### src/rtl/instr_register_pkg.sv
// Shared instruction types for the instr_register queue and its scheduler.
package instr_register_pkg;

  typedef enum logic [3:0] {
    ZERO, PASSA, PASSB, ADD, SUB, MULT, DIV, MOD
  } opcode_t;

  typedef logic signed [31:0] operand_t;
  typedef logic [4:0]         address_t;

  typedef struct packed {
    opcode_t  opc;
    operand_t op_a;
    operand_t op_b;
  } instruction_t;

endpackage

### src/rtl/instr_reg_scheduler.sv
// Round-robin write-port arbiter for instr_register, plus the pointer and occupancy
// logic that turns the register file into a circular queue drained by the issue stage.
module instr_reg_scheduler
  import instr_register_pkg::*;
#(
  parameter  int NUM_REQ = 4,
  parameter  int DEPTH   = 32,
  parameter  int ADDR_W  = 5,
  localparam int SRC_W   = $clog2(NUM_REQ)
) (
  input  logic                        clk,
  input  logic                        reset,
  input  logic [NUM_REQ-1:0]          req_valid,
  input  opcode_t  [NUM_REQ-1:0]      req_opcode,
  input  operand_t [NUM_REQ-1:0]      req_operand_a,
  input  operand_t [NUM_REQ-1:0]      req_operand_b,
  output logic [NUM_REQ-1:0]          req_ready,
  output logic                        load_en,
  output opcode_t                     opcode,
  output operand_t                    operand_a,
  output operand_t                    operand_b,
  output logic [ADDR_W-1:0]           write_pointer,
  output logic [ADDR_W-1:0]           read_pointer,
  input  instruction_t                instruction_word,
  output logic                        iss_valid,
  input  logic                        iss_ready,
  output instruction_t                iss_word,
  output logic [SRC_W-1:0]            iss_src,
  output logic [ADDR_W:0]             count,
  output logic                        full,
  output logic                        empty
);

  localparam int CNT_W = ADDR_W + 1;

  logic [SRC_W-1:0]  r_rr_ptr;
  logic [SRC_W-1:0]  r_wsrc;
  logic              r_load_en;
  opcode_t           r_opc;
  operand_t          r_opa;
  operand_t          r_opb;
  logic [ADDR_W-1:0] r_wr_ptr;
  logic [ADDR_W-1:0] r_rd_ptr;
  logic [CNT_W-1:0]  r_count;
  logic [SRC_W-1:0]  r_src_tbl [DEPTH];

  logic [CNT_W:0]    w_occ;
  logic              w_grant_ok;
  logic              w_grant_any;
  logic [NUM_REQ-1:0] w_grant;
  logic [SRC_W-1:0]  w_grant_idx;
  logic [SRC_W-1:0]  w_rr_next;
  logic              w_deq;

  // The pending write counts as occupied so a grant can never overrun the queue.
  assign w_occ      = {1'b0, r_count} + {{CNT_W{1'b0}}, r_load_en};
  assign w_grant_ok = !reset && (w_occ < (CNT_W+1)'(DEPTH));
  assign w_deq      = iss_valid && iss_ready;

  always_comb begin
    logic [SRC_W:0]   sum;
    logic [SRC_W-1:0] idx;
    w_grant     = '0;
    w_grant_idx = '0;
    w_grant_any = 1'b0;
    sum         = '0;
    idx         = '0;
    if (w_grant_ok) begin
      for (int k = 0; k < NUM_REQ; k++) begin
        sum = {1'b0, r_rr_ptr} + (SRC_W+1)'(k);
        if (sum >= (SRC_W+1)'(NUM_REQ)) begin
          sum = sum - (SRC_W+1)'(NUM_REQ);
        end
        idx = sum[SRC_W-1:0];
        if (!w_grant_any && req_valid[idx]) begin
          w_grant[idx] = 1'b1;
          w_grant_idx  = idx;
          w_grant_any  = 1'b1;
        end
      end
    end
  end

  assign w_rr_next = (w_grant_idx == SRC_W'(NUM_REQ - 1)) ? '0 : w_grant_idx + 1'b1;

  always_ff @(posedge clk) begin
    if (reset) begin
      r_rr_ptr  <= '0;
      r_wsrc    <= '0;
      r_load_en <= 1'b0;
      r_opc     <= ZERO;
      r_opa     <= '0;
      r_opb     <= '0;
      r_wr_ptr  <= '0;
      r_rd_ptr  <= '0;
      r_count   <= '0;
    end else begin
      r_load_en <= w_grant_any;
      if (w_grant_any) begin
        r_opc    <= req_opcode[w_grant_idx];
        r_opa    <= req_operand_a[w_grant_idx];
        r_opb    <= req_operand_b[w_grant_idx];
        r_wsrc   <= w_grant_idx;
        r_rr_ptr <= w_rr_next;
      end
      if (r_load_en) begin
        r_wr_ptr <= r_wr_ptr + 1'b1;
      end
      if (w_deq) begin
        r_rd_ptr <= r_rd_ptr + 1'b1;
      end
      r_count <= r_count + CNT_W'(r_load_en) - CNT_W'(w_deq);
    end
  end

  // Source ids live beside the queue entries; no reset needed, iss_src is gated by iss_valid.
  always_ff @(posedge clk) begin
    if (!reset && r_load_en) begin
      r_src_tbl[r_wr_ptr] <= r_wsrc;
    end
  end

  assign req_ready     = w_grant;
  assign load_en       = r_load_en;
  assign opcode        = r_opc;
  assign operand_a     = r_opa;
  assign operand_b     = r_opb;
  assign write_pointer = r_wr_ptr;
  assign read_pointer  = r_rd_ptr;
  assign iss_valid     = (r_count != '0);
  assign iss_word      = instruction_word;
  assign iss_src       = iss_valid ? r_src_tbl[r_rd_ptr] : '0;
  assign count         = r_count;
  assign full          = (w_occ == (CNT_W+1)'(DEPTH));
  assign empty         = (r_count == '0);

endmodule

### config.mk
export PLATFORM = sky130hd
export DESIGN_NAME = instr_reg_scheduler
export DESIGN_NICKNAME = d
export VERILOG_FILES = /design/src/rtl/instr_register_pkg.sv /design/src/rtl/instr_reg_scheduler.sv
export SDC_FILE = /design/constraint.sdc
export NUM_CORES = 1
export LEC_CHECK = 0
export CAP_MARGIN = 20
export CORE_AREA = 5 5 196 198
export CTS_BUF_LIST = sky130_fd_sc_hd__clkbuf_2
export CTS_CLUSTER_DIAMETER = 30
export DETAILED_ROUTE_END_ITERATION = 10
export DIE_AREA = 0 0 201 203
export PLACE_DENSITY = 0.62
export SETUP_SLACK_MARGIN = 0.4
export SLEW_MARGIN = 20
export SYNTH_ARGS = -nofsm -noshare
export SYNTH_HDL_FRONTEND = slang
export SYNTH_SLANG_ARGS = --single-unit
### constraint.sdc
create_clock -name clk -period 4.6 [get_ports clk]
set_input_delay 0.46 -clock clk [delete_from_list [all_inputs] [get_ports clk]]
set_output_delay 0.46 -clock clk [all_outputs]
set_load 0.05 [all_outputs]
-- After elaboration in Yosys (flattened, before gate mapping)
Memory sizes are Yosys's and may differ from the RTL's. A register that Yosys moved wholly into a read port is not among the register bits.
Cells that the tools add are included.
- flip-flop bits (word level): 89
- memory bits (writable): 64
- input port bits: 347
- output and inout bits: 162
- logic and storage cells: 115
- memories: 1
- memory list (name ; depth ; width ; read ports ; clocked after Yosys merged registers in ; wr ports ; RTL line ; RTL):
    r_src_tbl ; 32 ; 2 ; 1 ; 1 ; 1 ; instr_reg_scheduler.sv:45 ; logic [SRC_W-1:0] r_src_tbl [DEPTH];
- add/sub/neg operators: 13
- $lt $le $gt $ge: 14
- equality and inequality tests: 2
- mux-type cells: 57
- bitwise gates (word level): 3
- reductions and logical operators: 16
- operator list (kind ; count):
    $bmux 32 s2 ; 2
    $mux 32 ; 2
    $mux 4 ; 9
    $mux 2 ; 15
    $mux 1 ; 18
    $lt 2x3->1 const B ; 5
    $or 4x4->4 ; 3
    $add 5x1->5 const B ; 2
    $logic_and 1x1->1 ; 10
    $mux 5 ; 2
    $ge 3x3->1 const B ; 3
    $bmux 1 s2 ; 4
    $bmux 4 s2 ; 1
    $demux 1 s2 ; 4
    $ge 2x1->1 const B ; 4
    $sub 2x1->2 const B ; 4
    $add 6x1->7 ; 1
    $eq 7x6->1 const B ; 1
    $lt 7x6->1 const B ; 1
    $add 2x2->3 const B ; 2
    $add 6x1->6 ; 1
    $logic_not 6->1 ; 1
    $reduce_bool 6->1 ; 1
    $sub 6x1->6 ; 1
    5 further kinds ; 8

-- Depth between registers and ports, before layout
- word-level depth: 22
- gate-level depth with buffers: 16
- mapped depth without buffers: 13

-- Worst setup path before layout
No wires, ideal clock.
- path type: register -> output
- start point: reg r_rr_ptr[0]
- end point: out req_ready[0]
- arrival: 3002 ps
- required time: 4140 ps
- slack: 1138 ps
- cell stages (with the launch flop): 10
- path buffers: 2
- path through: dfxtp_1 inv_1 clkbuf_1 ha_1 buf_2 or3b_1 a211o_1 o21ai_2 a22oi_1 a21oi_1
- longest elaborated chain between the ends: 19
- elaborated cells between the ends (all ways): 70
- classes of those cells: 7 x add/sub; 12 x order compare; 38 x mux; 3 x bitwise; 10 x reduce/logical
- RTL lines (item ; RTL line ; RTL):
    start: declaration ; instr_reg_scheduler.sv:36 ; logic [SRC_W-1:0] r_rr_ptr;
    start signal: assignment ; instr_reg_scheduler.sv:104 ; r_rr_ptr <= w_rr_next;
    parallel branches: the longest is 17 deep, another holds $add 2x1->3 ; n/a ;
    $mux 4 * ; instr_reg_scheduler.sv:75 ; if (!w_grant_any && req_valid[idx]) begin
    $mux 4 * ; instr_reg_scheduler.sv:68 ; if (w_grant_ok) begin
    end: declaration ; instr_reg_scheduler.sv:17 ; output logic [NUM_REQ-1:0] req_ready,
Mark *: on every way between the ends. The select of a mux whose other input is x is not followed.

-- Worst setup path in the final report
- start point: reg r_rr_ptr[1]
- end point: out req_ready[3]
Same word-level chain as after synthesis.

==> metrics.cfg <==
[floorplanning]
core_mm2 = 0.0363
start_util_pct = 30.5
die_y_um = 203
die_w_um = 201
fp-row-count = 70
dieArea_mm2 = 0.0408
io_pins = 509

[routing]
drtPass1Iterations = 5
drt_iter0_drc = 811
route.detailed.drc = 0
wl_met2_mm = 22.6
ant_nets = 0
vias = 10800
wl_mm = 45.9
viasPerCell = 5.68
wl_per_cell_um = 24.1
route.layer.met1.wl_mm = 18.6
highest_layer = met5
route.met3.wl_mm = 3.57

[worst_setup_path]
critPathCaptureType = output port
critPathKind = reg -> out
critPathLaunchType = register
worstPathRequired_ns = 4.14
critical_path.max_fanout = 10
arrival_ns = 3.55

[global_route]
grt_start_max_net_pins = 103
grt_pass1_vias = 10900
overflow = 0
grt_pass1_wl_mm = 67.4
track_usage_pct = 21.3
antenna_found_initial = 11

[synthesis]
synth_top_cell_by_area = edfxtp_1
synth_edf_count = 64
synth_seq_cells = 158
synth_commonest_cells = dfxtp_1, nor2_1, clkbuf_1
syn_inst = 1186
synth_top_area_share_pct = 17.3
syn-num-nets = 1561
yosysMostFrequentCell = dfxtp_1
yosys_warnings = 0
ys_types = 60
synthArstFlopShare_pct = 0
syn_area_per_cell_um2 = 9.36
synth_top_flop_cell = dfxtp_1
synth.top_cells.by_area = edfxtp_1, dfxtp_1, mux2i_1
netlist_area_mm2 = 0.0111
seq_area_frac_synth_pct = 34.3

[final_layout]
ff_latch_area_mm2 = 0.00381
fill_cells = 3502
multi_input_area_mm2 = 0.00630
final-instance-count-excl-fill = 1904
layout.nets = 1787
syn2layout_area_growth_pct = 34.8
drive_gt1_share_pct = 8.42

[clock_network]
cts-root-buf = clkbuf_2
worstSkewPairLatency_ns = 0.85
cts_buffer_depth = 2
path_clk_slew_ns = 0.31
cts_tree = done
cts_buffers = 17
htreeDepth = 4
cts_sinks = 158

[place]
post-dp-hpwl_mm = 32.6
gp_congestion = 0.856
portBuffers = 372
dp.cells = 1859

[sta]
fin_crit_ns = 4.01
setup_viol = 0
hold_viol = 0
drv_slew = 0
grt_setup_unrepaired = true
fmax_mhz = 249
relSlewSlack_pct = 29.4
finalClockSkew_ns = 0.0685
fin_crit_sh_pct = 87.2
tns_ns = 0
worst_slew_pin_slew_ns = 1.06

[pwr]
p_leak_uw = 0.00512
power_density_mw_per_mm2 = 505
ir_drop_uv = 279
power_uw = 7560

[run]
cap_violations = 0

[worst_hold_path]
hold_path.class = in -> reg

[run_status]
status = finished, final reports clean

==> final timing paths <==
check | startpoint | endpoint | slack, ns | depth (start not counted)
hold / removal | req_operand_a[121] | operand_a[25] | 0.27 | 3
hold reg to reg | opcode[1] | opcode[1] | 0.50 | 1
setup / recovery | r_rr_ptr[1] | req_ready[3] | 0.59 | 8
setup reg to reg | load_en | operand_b[11] | 0.78 | 9
==> sequential cells by signal (all words and copies together) (netlist names), named ones only <==
name,count
r_src_tbl,64
read_pointer,5
load_en,1
write_pointer,5
count,6
r_rr_ptr,2
operand_b,32
opcode,4
operand_a,32
r_wsrc,2
==> layout make-up <==
class,instances,share of cell area [%]
inverters,14,0.376
repair buffers,397,26.2
multi-input cells,824,42.1
diodes,11,0.184
clock inverters,15,1.15
well taps,468,3.91
clock buffers,17,0.569
flip-flops and latches,158,25.5
==> kinds of logic (layout without fill, tap and decap cells) <==
family                   count (synthesis)  count (layout)  synth area share (%)
XOR/XNOR                                12              12                 0.947
other                                    0              11                     0
flip-flops                             158             158                  34.3
adder cells (fa/ha/maj)                 28              28                  3.22
multiplexers                            99              99                  11.4
AO/OA/AOI/OAI                          407             407                  27.8
AND/OR/NAND/NOR                        278             278                  12.6
buffers and inverters                  204             443                  9.76
==> repair_timing <==
action | CTS | global route
endpoints found under the hold margin | 1 | 0
pin swaps | 0 | 0
setup buffers | 1 | 0
endpoints found under the setup margin | 6 | 15
gates cloned | 0 | 0
gates resized for setup | 15 | 7
hold buffers | 1 | 0
==> metal layers <==
metal	GRT usage [%]	vias to the layer above
met2	36.0	483
met1	26.1	5275
li1	-	4995
met4	6.78	4
met5	0.595	-
met3	6.26	59
==> placed cells by master, fill, tap and decap left out, types with 3 or more instances in the layout <==
cell and count:
o21ai_0 65, a21oi_1 61, a221o_1 9, edfxtp_1 64, nand3_1 14, clkdlybuf4s50_1 366, xor2_1 7, buf_4 23
ha_1 26, diode_2 11, buf_2 3, o22a_1 46, nor2_1 85, a21boi_0 12, a211oi_1 11, a32o_1 12
nor3_1 24, o221ai_1 70, dfxtp_1 90, a22oi_1 4, clkinv_8 4, mux2_2 13, a2111oi_0 46, nand2_1 41
and2_1 13, clkinv_4 4, clkbuf_2 17, a22o_1 27, mux4_2 21, inv_8 5, inv_1 12, mux2i_1 62
nor2b_1 49, nand3b_1 5, nand4_1 6, a211o_1 26, xnor2_1 5, and3_1 24
==> power breakdown <==
part | switching (µW) | leakage, µW | total [µW] | internal, µW
sequential | 279 | 0.00137 | 2060 | 1780
clock | 646 | 0.000150 | 832 | 186
combinational | 2860 | 0.00360 | 4660 | 1810
==> stage by stage <==
step	utilization, %	cell area [µm²]	setup WS [ns]	hold WS [ns]
floorplan	-	11100	1.14	0.690
global placement	40.3	14600	0.620	0.448
detailed placement	40.3	14600	0.530	0.456
CTS	41.1	14900	0.417	0.145
global route	41.2	15000	0.321	0.151
finish	41.2	15000	0.588	0.266
==> worst max-delay path: stages, from the launching register on <==
cell and delay (ns):
dfxtp_4 0.45, inv_1 0.20, ha_2 0.41, or3b_1 0.40, a211o_1 0.27, o21ai_2 0.28, a22oi_1 0.14, a21oi_1 0.21
clkdlybuf4s15_2 0.39
Note: power is estimated with default switching activity, not from simulation.
